### config.mk
export PLATFORM = sky130hd
export DESIGN_NAME = fetch_sequencer
export DESIGN_NICKNAME = d
export VERILOG_FILES = /design/src/rtl/fetch_pkg.sv /design/src/rtl/instr_class_decode.sv /design/src/rtl/fetch_sequencer.sv
export SDC_FILE = /design/constraint.sdc
export NUM_CORES = 1
export LEC_CHECK = 0
export CORE_UTILIZATION = 35
export DETAILED_ROUTE_END_ITERATION = 8
export PLACE_DENSITY = 0.63
export SYNTH_ARGS = -nofsm -noshare
export SYNTH_HDL_FRONTEND = slang
export SYNTH_SLANG_ARGS = --single-unit
### constraint.sdc
create_clock -name clk -period 4 [get_ports clk]
set_input_delay 0.8 -clock clk [delete_from_list [all_inputs] [get_ports clk]]
set_output_delay 0.8 -clock clk [all_outputs]
set_load 0.005 [all_outputs]
### src/rtl/fetch_pkg.sv
// Shared fetch-side definitions: opcodes, halt word, sequencer states and
// the two-word instruction classification.
package fetch_pkg;

  localparam logic [15:0] HALT_WORD_DFLT = 16'hFFFF;

  localparam logic [3:0] OP_LOADI = 4'b0000;
  localparam logic [3:0] OP_XORI  = 4'b0100;
  localparam logic [3:0] OP_JMP   = 4'b0101;
  localparam logic [3:0] OP_ADDI  = 4'b0110;
  localparam logic [3:0] OP_CMPI  = 4'b0111;
  localparam logic [3:0] OP_BNZ   = 4'b1000;
  localparam logic [3:0] OP_SUBI  = 4'b1001;

  typedef enum logic [2:0] {
    ST_IDLE      = 3'd0,
    ST_FETCH     = 3'd1,
    ST_FETCH_IMM = 3'd2,
    ST_ISSUE     = 3'd3,
    ST_HALT      = 3'd4
  } state_e;

  function automatic logic has_imm(input logic [3:0] opcode);
    logic res;
    case (opcode)
      OP_LOADI, OP_XORI, OP_ADDI, OP_CMPI, OP_SUBI: res = 1'b1;
      default:                                      res = 1'b0;
    endcase
    return res;
  endfunction

endpackage

### src/rtl/instr_class_decode.sv
// Opcode classifier shared by fetch and execute: instruction length and
// control-flow kind.
module instr_class_decode
  import fetch_pkg::*;
(
  input  logic [3:0] opcode_i,
  output logic       two_word_o,
  output logic       is_jmp_o,
  output logic       is_bnz_o
);

  // Pure opcode decode
  always_comb begin
    two_word_o = has_imm(opcode_i);
    is_jmp_o   = (opcode_i == OP_JMP);
    is_bnz_o   = (opcode_i == OP_BNZ);
  end

endmodule

### src/rtl/fetch_sequencer.sv
// Instruction-fetch controller: walks program memory, gathers one- or
// two-word instructions and issues them over a valid/ready handshake.
module fetch_sequencer
  import fetch_pkg::*;
#(
  parameter logic [15:0] HALT_WORD = HALT_WORD_DFLT
) (
  input  logic        clk,
  input  logic        rst_n,
  input  logic        start,
  output logic [4:0]  pc,
  input  logic [15:0] instr_in,
  input  logic        zero_flag,
  output logic        issue_valid,
  input  logic        issue_ready,
  output logic [15:0] issue_instr,
  output logic [15:0] issue_imm,
  output logic [4:0]  issue_pc,
  output logic        halted
);

  state_e      state_q;
  logic [4:0]  pc_q;
  logic [4:0]  pc_d;
  logic [15:0] issue_instr_q;
  logic [15:0] issue_imm_q;
  logic [4:0]  issue_pc_q;
  logic        issue_valid_q;
  logic        halted_q;

  logic [3:0]  dec_opcode_s;
  logic        two_word_s;
  logic        is_jmp_s;
  logic        is_bnz_s;
  logic        take_s;
  logic        is_halt_s;

  // In ISSUE the held opcode decides the redirect; elsewhere the fetched word.
  assign dec_opcode_s = (state_q == ST_ISSUE) ? issue_instr_q[15:12] : instr_in[15:12];

  instr_class_decode u_decode (
    .opcode_i   (dec_opcode_s),
    .two_word_o (two_word_s),
    .is_jmp_o   (is_jmp_s),
    .is_bnz_o   (is_bnz_s)
  );

  assign take_s    = is_jmp_s | (is_bnz_s & ~zero_flag);
  assign is_halt_s = (instr_in == HALT_WORD);

  // Next program-memory address
  always_comb begin
    pc_d = pc_q;
    case (state_q)
      ST_IDLE: pc_d = 5'd0;
      ST_FETCH: begin
        if (is_halt_s) pc_d = pc_q;
        else           pc_d = pc_q + 5'd1;
      end
      ST_FETCH_IMM: pc_d = pc_q + 5'd1;
      ST_ISSUE: begin
        if (issue_ready && take_s) pc_d = issue_instr_q[11:7];
        else                       pc_d = pc_q;
      end
      ST_HALT: pc_d = pc_q;
      default: pc_d = 5'd0;
    endcase
  end

  // Sequencer FSM with registered issue outputs
  always_ff @(posedge clk) begin
    if (!rst_n) begin
      state_q       <= ST_IDLE;
      pc_q          <= 5'd0;
      issue_instr_q <= 16'd0;
      issue_imm_q   <= 16'd0;
      issue_pc_q    <= 5'd0;
      issue_valid_q <= 1'b0;
      halted_q      <= 1'b0;
    end else begin
      pc_q <= pc_d;
      case (state_q)
        ST_IDLE: begin
          if (start) state_q <= ST_FETCH;
          else       state_q <= ST_IDLE;
        end
        ST_FETCH: begin
          if (is_halt_s) begin
            state_q  <= ST_HALT;
            halted_q <= 1'b1;
          end else begin
            issue_instr_q <= instr_in;
            issue_pc_q    <= pc_q;
            if (two_word_s) begin
              state_q <= ST_FETCH_IMM;
            end else begin
              issue_imm_q   <= 16'd0;
              issue_valid_q <= 1'b1;
              state_q       <= ST_ISSUE;
            end
          end
        end
        ST_FETCH_IMM: begin
          issue_imm_q   <= instr_in;
          issue_valid_q <= 1'b1;
          state_q       <= ST_ISSUE;
        end
        ST_ISSUE: begin
          if (issue_ready) begin
            issue_valid_q <= 1'b0;
            state_q       <= ST_FETCH;
          end else begin
            state_q <= ST_ISSUE;
          end
        end
        ST_HALT: begin
          halted_q <= 1'b1;
          state_q  <= ST_HALT;
        end
        default: begin
          issue_valid_q <= 1'b0;
          state_q       <= ST_IDLE;
        end
      endcase
    end
  end

  assign pc          = pc_q;
  assign issue_valid = issue_valid_q;
  assign issue_instr = issue_instr_q;
  assign issue_imm   = issue_imm_q;
  assign issue_pc    = issue_pc_q;
  assign halted      = halted_q;

endmodule

==> results by group, run 1 <==
Route
  – Initial drt markers: 60
  – Antenna Violating Nets Remaining: 0
  – Total Wirelength: 5.17 mm
  – Post-DR wirelength/cell: 14.7 um
  – Vias per inst: 5.22
  – Count of unresolved DRC violations after routing: 0
  – First-pass iteration count of the detailed router: 4
  – Routed via count: 1839

Synthesis
  – Post-synthesis share of cell area spent on xor and xnor gates: 0.0133
  – Post-synthesis compound-gate area fraction: 0.254
  – Number of flip-flops and latches in the synthesized netlist: 47
  – Main area contributors after synthesis: sky130_fd_sc_hd__dfxtp_1 (48%), sky130_fd_sc_hd__nand2_1 (9.7%), sky130_fd_sc_hd__a21boi_0 (8.7%)
  – Post-synthesis mux area share: 0.00506
  – Number of standard cells after synthesis: 221
  – Leading area contributor after synthesis: sky130_fd_sc_hd__dfxtp_1
  – Register area share after synthesis: 0.476
  – Netlist cell types: 40
  – Average instance area after synthesis: between 8 and 9 um2
  – Cell Area, Synth: ~2000 um2
  – Syn Nets: 243
  – Share of the synthesized area in the top cell type: 0.476
  – Adder and majority gate portion of the synthesized area: 0.00633
  – Simple-gate share of the synthesized area: 0.206
  – Warnings, synthesis: 0
  – Dominant combinational cell family by area after synthesis: compound AO/OA/AOI/OAI gates

Layout
  – Antenna diodes: 0
  – Total of fill cells in the finished design: 506
  – Footprint of the multi-input gates: 960 um2
  – P&R area growth vs syn: 41.0%
  – Layout net count: 303
  – Area used by sequential logic in the layout: roughly 940 um2
  – Ratio of cells with drive above 1 in the final layout: 0.0461
  – Share of the core filled with cells: 0.529

Place
  – Placed wire-length estimate after detailed placement: 3.54 mm
  – Worst slack, placed: around 0.84 ns
  – GP Congestion: 0.806
  – Port Buffers: 64

Clocking
  – CTS buffer count: 5
  – # hold bufs at CTS: 0
  – Clock latency reported for the late side of the worst-skew pair: 0.30 ns
  – CTS Buffer Depth: 2
  – Setup Fix Bufs, Post-CTS: 0
  – Clock transition at path regs: 0.08 ns
  – CTS sink count: 47
  – Number of H-tree levels: 2
  – Post-cts resize count: 0
  – Root Buffer: sky130_fd_sc_hd__clkbuf_8
  – Clock tree from TritonCTS: built

Power
  – Part of the power in combinational logic: 0.176
  – Part of the total power dissipated in the clock network: 0.359
  – Pwr per Cell Area: 408 nW/um2
  – Net switching power: 282 uW
  – Peak VDD IR: approximately 0.19 mV
  – Internal Pwr Total: between 800 and 900 uW
  – Share of total power consumed by net switching: 0.248
  – Leak: 0.000971 uW
  – Share of power burned in registers: 0.465

Floorplan
  – Number of top-level design ports: 65
  – Std cell rows: 26
  – Area inside the core boundary: 5270 um2
  – Die width: 77.2 um
  – Initial standard-cell utilization of the core: 0.375
  – Chip height: ~77 um
  – DIE AREA: 5950 um2

Critical path
  – Critical Setup Path Class: in -> reg
  – Crit path DAT: 3.11 ns
  – Crit end category: flip-flop
  – Largest fanout of any net on the critical path: 23
  – Flop-to-flop setup slack: 1.91 ns
  – Worst Setup Start Kind: primary input
  – WP data required: 4.25 ns

Timing
  – Worst clock skew: roughly 0.0045 ns
  – Final Hold Violating Endpoints: 0
  – Peak clock frequency supported by timing: 0.350 GHz
  – Part of the cycle the worst path needs: 0.715
  – Number of setup violations in the final report: 0
  – Slew at the pin closest to its max-slew limit: slightly above 0.7 ns
  – Final sum of negative setup slack: 0 ns
  – Unrepaired setup endpoints after global routing: false
  – Slew Viols, Final: 0
  – Max-slew headroom: 0.520
  – Time the worst path needs with I/O delays and setup: around 2.9 ns
  – Worst setup margin: 1.14 ns

Hold path
  – Hold/Removal Path Class: reg -> reg

GRT
  – Largest net degree at the start of global routing: 24
  – First-pass GRT wire length: 8.63 mm
  – Total grt overflow: 0
  – Antenna violations before repair: 0
  – Total global routing track utilization: 0.182
  – Number of global-route vias before repair: 1771

Job
  – Number of maximum-capacitance violations: 0

Status
  – Status: completed
final timing paths:
check | from | depth (start not counted) | endpoint
min reg2reg | halted$_SDFFE_PN0P_ | 1 | halted$_SDFFE_PN0P_
min | halted$_SDFFE_PN0P_ | 1 | halted$_SDFFE_PN0P_
max | instr_in[13] | 6 | issue_imm[10]$_SDFFE_PN0P_
max reg2reg | state_q[2]$_SDFF_PN0_ | 4 | issue_imm[10]$_SDFFE_PN0P_
synth_stat cells:
library cell / instances
sky130_fd_sc_hd__xor2_1: 2
sky130_fd_sc_hd__a31oi_1: 1
sky130_fd_sc_hd__o21ai_0: 7
sky130_fd_sc_hd__nor3_1: 4
sky130_fd_sc_hd__o21a_1: 1
sky130_fd_sc_hd__and3b_1: 1
sky130_fd_sc_hd__a211oi_1: 1
sky130_fd_sc_hd__or3_1: 1
sky130_fd_sc_hd__a221oi_1: 1
sky130_fd_sc_hd__nor3b_1: 2
sky130_fd_sc_hd__and2_4: 1
sky130_fd_sc_hd__or4_1: 3
sky130_fd_sc_hd__or4b_1: 1
sky130_fd_sc_hd__nand3b_1: 1
sky130_fd_sc_hd__xnor2_1: 1
sky130_fd_sc_hd__a21oi_4: 1
sky130_fd_sc_hd__buf_6: 2
sky130_fd_sc_hd__nand3_1: 2
sky130_fd_sc_hd__a21oi_1: 7
sky130_fd_sc_hd__a21boi_1: 1
sky130_fd_sc_hd__o211ai_1: 2
sky130_fd_sc_hd__a21boi_0: 23
sky130_fd_sc_hd__inv_1: 1
sky130_fd_sc_hd__o41ai_1: 3
sky130_fd_sc_hd__buf_2: 4
sky130_fd_sc_hd__ha_1: 1
sky130_fd_sc_hd__or2_2: 1
sky130_fd_sc_hd__nor2b_1: 3
sky130_fd_sc_hd__nand2_1: 51
sky130_fd_sc_hd__nor2_1: 9
sky130_fd_sc_hd__o311ai_0: 2
sky130_fd_sc_hd__dfxtp_1: 47
sky130_fd_sc_hd__o31ai_1: 1
sky130_fd_sc_hd__nand4bb_1: 1
sky130_fd_sc_hd__nand4_1: 4
sky130_fd_sc_hd__a22o_1: 16
sky130_fd_sc_hd__clkbuf_1: 8
sky130_fd_sc_hd__and2_1: 1
sky130_fd_sc_hd__nand2b_1: 1
sky130_fd_sc_hd__mux2i_1: 1
through the flow:
stage          power [uW]  cells  instance area [um2]  hold WS, ns
6_report             1140    352                 2790        0.472
5_1_grt              1200    352                 2790        0.497
4_1_cts              1150    352                 2790        0.477
3_5_place_dp          740    344                 2660        0.461
3_3_place_gp          740    344                 2660        0.452
2_1_floorplan         637    221                 1980        0.460
routing by layer:
layer  vias to the layer above  share of wire  track usage  routed length [um]
met3                         7          0.065       0.0440                 334
met5                         -              0            0                   0
li1                        907              -            -                   -
met1                       864           0.47        0.233                2440
met4                         0          0.011       0.0698                  59
met2                        61           0.45        0.294                2340
registers in the layout, indices dropped and copies added (netlist names):
| signal | cells |
|---|---|
| pc | 5 |
| halted | 1 |
| issue_valid | 1 |
| issue_pc | 5 |
| issue_imm | 16 |
| issue_instr | 16 |
| state_q | 3 |
power by group through the flow:
stage	clock (uW)	sequential [uW]	combinational, uW
floorplan	0	534	103
detailed placement	0	540	200
global route	447	534	221
finish	408	529	200
CTS	421	529	202
global placement	0	540	200
worst max-delay path, stage by stage:
cell and delay (ns):
sky130_fd_sc_hd__clkdlybuf4s50_1 0.56, sky130_fd_sc_hd__nand4_1 0.12, sky130_fd_sc_hd__or4_1 0.66, sky130_fd_sc_hd__and2_4 0.31, sky130_fd_sc_hd__a21oi_4 0.43, sky130_fd_sc_hd__a22o_1 0.22
cells by family (layout without fill, tap and decap cells):
| logic type | count (synthesis) | in the layout |
|---|---|---|
| flip-flops | 47 | 47 |
| XOR/XNOR | 3 | 3 |
| adder cells (fa/ha/maj) | 1 | 1 |
| AND/OR/NAND/NOR | 87 | 87 |
| buffers and inverters | 15 | 76 |
| AO/OA/AOI/OAI | 67 | 67 |
| multiplexers | 1 | 1 |
cell type report:
cell class              instances  area share
clock inverters                 2      0.0215
inverters                       1     0.00135
multi-input cells             159       0.344
flip-flops and latches         47       0.338
clock buffers                   6      0.0260
repair buffers                 67       0.238
well taps                      70      0.0314
placed cells by master (no fill, tap or decap), types with 2 or more instances in the layout:
cell                              count
sky130_fd_sc_hd__bufinv_16            2
sky130_fd_sc_hd__or4_1                3
sky130_fd_sc_hd__o311ai_0             2
sky130_fd_sc_hd__clkdlybuf4s50_1     64
sky130_fd_sc_hd__o41ai_1              3
sky130_fd_sc_hd__nor3b_1              2
sky130_fd_sc_hd__buf_4                3
sky130_fd_sc_hd__a21boi_0            23
sky130_fd_sc_hd__a21oi_1              7
sky130_fd_sc_hd__clkbuf_8             5
sky130_fd_sc_hd__nor2b_1              3
sky130_fd_sc_hd__nand3_1              2
sky130_fd_sc_hd__o21ai_0              7
sky130_fd_sc_hd__nand2_1             51
sky130_fd_sc_hd__nor2_1               9
sky130_fd_sc_hd__o211ai_1             2
sky130_fd_sc_hd__xor2_1               2
sky130_fd_sc_hd__a22o_1              16
sky130_fd_sc_hd__nor3_1               4
sky130_fd_sc_hd__nand4_1              4
sky130_fd_sc_hd__dfxtp_1             47
No activity file was read; power rests on OpenSTA's default activity.
==> run 2, diff against run 1 <==
==> constraint.sdc (replaced) <==
create_clock -name clk -period 2.7 [get_ports clk]
set_input_delay 0.54 -clock clk [delete_from_list [all_inputs] [get_ports clk]]
set_output_delay 0.54 -clock clk [all_outputs]
set_load 0.005 [all_outputs]
==> run 2 against run 1 <==
Effect of this change:
- final cell count increased by 2.8%
- sequential cell count unchanged
- die area unchanged
- routed wire length increased by 1.7%
- register-to-register slack got worse by 1.3 ns
- non-clock buffer count increased by 10
- worst setup slack got worse by 0.75 ns
- via count increased by 0.65%
- design area increased by 2.0%
- critical path depth increased by 1
- core utilization increased by 1.0 points
- critical path type unchanged
==> results by group, run 2 (synthesis gave the netlist of run 1 again) <==
Route
  – Initial drt markers: 102 (+70%)
  – Routed via count: 1851 (+0.65%)
  – Antenna Violating Nets Remaining: 0 (unchanged)
  – Count of unresolved DRC violations after routing: 0 (unchanged)
  – Vias per inst: 5.11 (-2.1%)
  – Total Wirelength: 5.26 mm (+1.7%)
  – Post-DR wirelength/cell: 14.5 um (-1.1%)
  – First-pass iteration count of the detailed router: 4 (unchanged)

Power
  – Share of power burned in registers: 0.510 (+0.045)
  – Part of the total power dissipated in the clock network: 0.278 (-0.081)
  – Internal Pwr Total: 1100 uW (+29%)
  – Net switching power: 433 uW (+54%)
  – Peak VDD IR: 0.302 mV (+62%)
  – Pwr per Cell Area: 540 nW/um2 (+33%)
  – Share of total power consumed by net switching: 0.282 (+0.0339)
  – Leak: 0.00101 uW (+4.2%)
  – Part of the power in combinational logic: 0.212 (+0.036)

Critical path
  – Largest fanout of any net on the critical path: 11 (-52%)
  – WP buf/inv: 2 (+1)
  – WP data required: 2.91 ns (-1.34 ns)
  – Largest stage delay on the critical path: 0.64 ns (-0.02 ns)
  – Critical Setup Path Class: in -> reg
  – Critical path launch point: instr_in[0]
  – Cell family contributing the most delay on the critical path: simple AND/OR/NAND/NOR gates
  – Crit end category: flip-flop
  – CP max-delay cell: sky130_fd_sc_hd__or4_1
  – Worst reg2reg path startpoint: state_q[2]$_SDFF_PN0_
  – Worst Setup Start Kind: primary input
  – Worst-path cell chain: clkdlybuf4s50_1 > nand4_1 > or4_1 > o21ai_0 > buf_4 > o311ai_0 > o41ai_1
  – Crit path DAT: 2.51 ns (-0.60 ns)

Timing
  – Min Hold Slack: 0.470 ns (-0.00235 ns)
  – Time the worst path needs with I/O delays and setup: 2.31 ns
  – Slew Viols, Final: 0 (unchanged)
  – Unrepaired setup endpoints after global routing: false
  – Number of setup violations in the final report: 0 (unchanged)
  – Final sum of negative setup slack: 0 ns (unchanged)
  – Worst clock skew: 0.00549 ns (+0.00101 ns)
  – Max-slew headroom: 0.469 (-0.0504)
  – Part of the cycle the worst path needs: 0.854
  – Final Hold Violating Endpoints: 0 (unchanged)
  – Worst setup margin: 0.393 ns (-0.746 ns)
  – Slew at the pin closest to its max-slew limit: 0.794 ns (+0.0754 ns)
  – Peak clock frequency supported by timing: 0.433 GHz

Job
  – Number of maximum-capacitance violations: 0 (unchanged)

Layout
  – Number of non-filler instances in the completed layout: 362 (+2.8%)
  – Ratio of cells with drive above 1 in the final layout: 0.0822 (+0.0361)
  – Most common library cell in the layout ignoring fill and taps: sky130_fd_sc_hd__clkdlybuf4s50_1
  – Antenna diodes: 0 (unchanged)
  – Design area: 2840 um2 (+2.0%)
  – Layout net count: 313 (+3.3%)
  – Commonest cells after routing, fill and taps aside: sky130_fd_sc_hd__clkdlybuf4s50_1 (64), sky130_fd_sc_hd__nand2_1 (51), sky130_fd_sc_hd__dfxtp_1 (47), sky130_fd_sc_hd__a21boi_0 (23), sky130_fd_sc_hd__a22o_1 (16)
  – P&R area growth vs syn: 43.8%

Place
  – Inst Count DP: 354 (+2.9%)
  – GP Congestion: 0.780 (-3.3%)
  – Port Buffers: 64 (unchanged)
  – Worst slack, placed: 0.108 ns (-0.729 ns)
  – Cell Area, Placed: 2760 um2 (+3.8%)
  – Placed wire-length estimate after detailed placement: 3.70 mm (+4.4%)

GRT
  – Number of global-route vias before repair: 1804 (+1.9%)
  – Total global routing track utilization: 0.182 (-0.000526)
  – Largest net degree at the start of global routing: 22 (-8.3%)
  – First-pass GRT wire length: 8.74 mm (+1.3%)
  – Total grt overflow: 0 (unchanged)
  – Antenna violations before repair: 0 (unchanged)

Clocking
  – CTS Buffer Depth: 2 (unchanged)
  – Root Buffer: sky130_fd_sc_hd__clkbuf_8
  – Post-cts resize count: 0 (unchanged)
  – Clock tree from TritonCTS: built
  – # hold bufs at CTS: 0 (unchanged)
  – CTS sink count: 47 (unchanged)
  – Setup Fix Bufs, Post-CTS: 0 (unchanged)
  – Number of H-tree levels: 2 (unchanged)
  – Clock transition at path regs: 0.09 ns (about the same)
  – CTS buffer count: 5 (unchanged)
  – Clock latency reported for the late side of the worst-skew pair: 0.30 ns (about the same)

Floorplan
  – Area inside the core boundary: 5270 um2 (unchanged)
  – Initial standard-cell utilization of the core: 0.375 (unchanged)
  – DIE AREA: 5950 um2 (unchanged)
  – Std cell rows: 26 (unchanged)
  – Chip height: 77.2 um (unchanged)
  – Die width: 77.2 um (unchanged)
  – Number of top-level design ports: 65 (unchanged)

Hold path
  – HP Start: issue_instr[4]$_SDFFE_PN0P_
  – Hold/Removal Path Class: reg -> reg

Status
  – Status: completed
[run 2: changes by cell type in the layout (fill, tap and decap cells not counted), sizes merged]
cell,delta
buf,+10
bufinv,-2
clkbuf,-1
clkinv,+2
inv,+1
[run 2: layout make-up]
class	instances	area, um2
Fill cell	517	2430
Multi-Input combinational cell	159	960
Sequential cell	47	941
Timing Repair Buffer	77	763
Tap cell	70	87.6
Clock buffer	5	68.8
Clock inverter	3	18.8
Inverter	1	3.75
[run 2: worst register-to-register path, cell delays in order (launching register included)]
cell,delay (ns)
sky130_fd_sc_hd__dfxtp_1,0.57
sky130_fd_sc_hd__and3b_1,0.26
sky130_fd_sc_hd__o31ai_1,0.58
sky130_fd_sc_hd__a21oi_4,0.13
sky130_fd_sc_hd__buf_12,0.17
sky130_fd_sc_hd__a22o_1,0.23
[run 2: metal layers]
metal,vias up,track usage,share of wire
met3,4,0.0548,0.059
met1,869,0.233,0.47
li1,927,-,-
met4,0,0.0340,0.0067
met2,51,0.300,0.46
met5,-,0,0
[run 2: worst paths after layout]
check | to | slack (ns) | cells after the start
setup / recovery | pc[2]$_SDFFE_PN0P_ | 0.39 | 7
hold reg to reg | issue_instr[4]$_SDFFE_PN0P_ | 0.47 | 2
setup reg to reg | issue_imm[10]$_SDFFE_PN0P_ | 0.66 | 5
hold / removal | issue_instr[4]$_SDFFE_PN0P_ | 0.47 | 2
[run 2: power by group through the flow]
stage / combinational, uW / sequential [uW] / clock [uW]
2_1_floorplan: 153 / 791 / 0
3_3_place_gp: 325 / 800 / 0
3_5_place_dp: 326 / 799 / 0
4_1_cts: 328 / 784 / 438
5_1_grt: 357 / 791 / 470
6_report: 325 / 784 / 427
[run 2: stage by stage]
stage | util | total power (uW)
final | 0.539 | 1540
after global routing | 0.539 | 1620
after CTS | 0.539 | 1550
after detailed placement | 0.523 | 1120
after global placement | 0.523 | 1120
after floorplan | - | 944
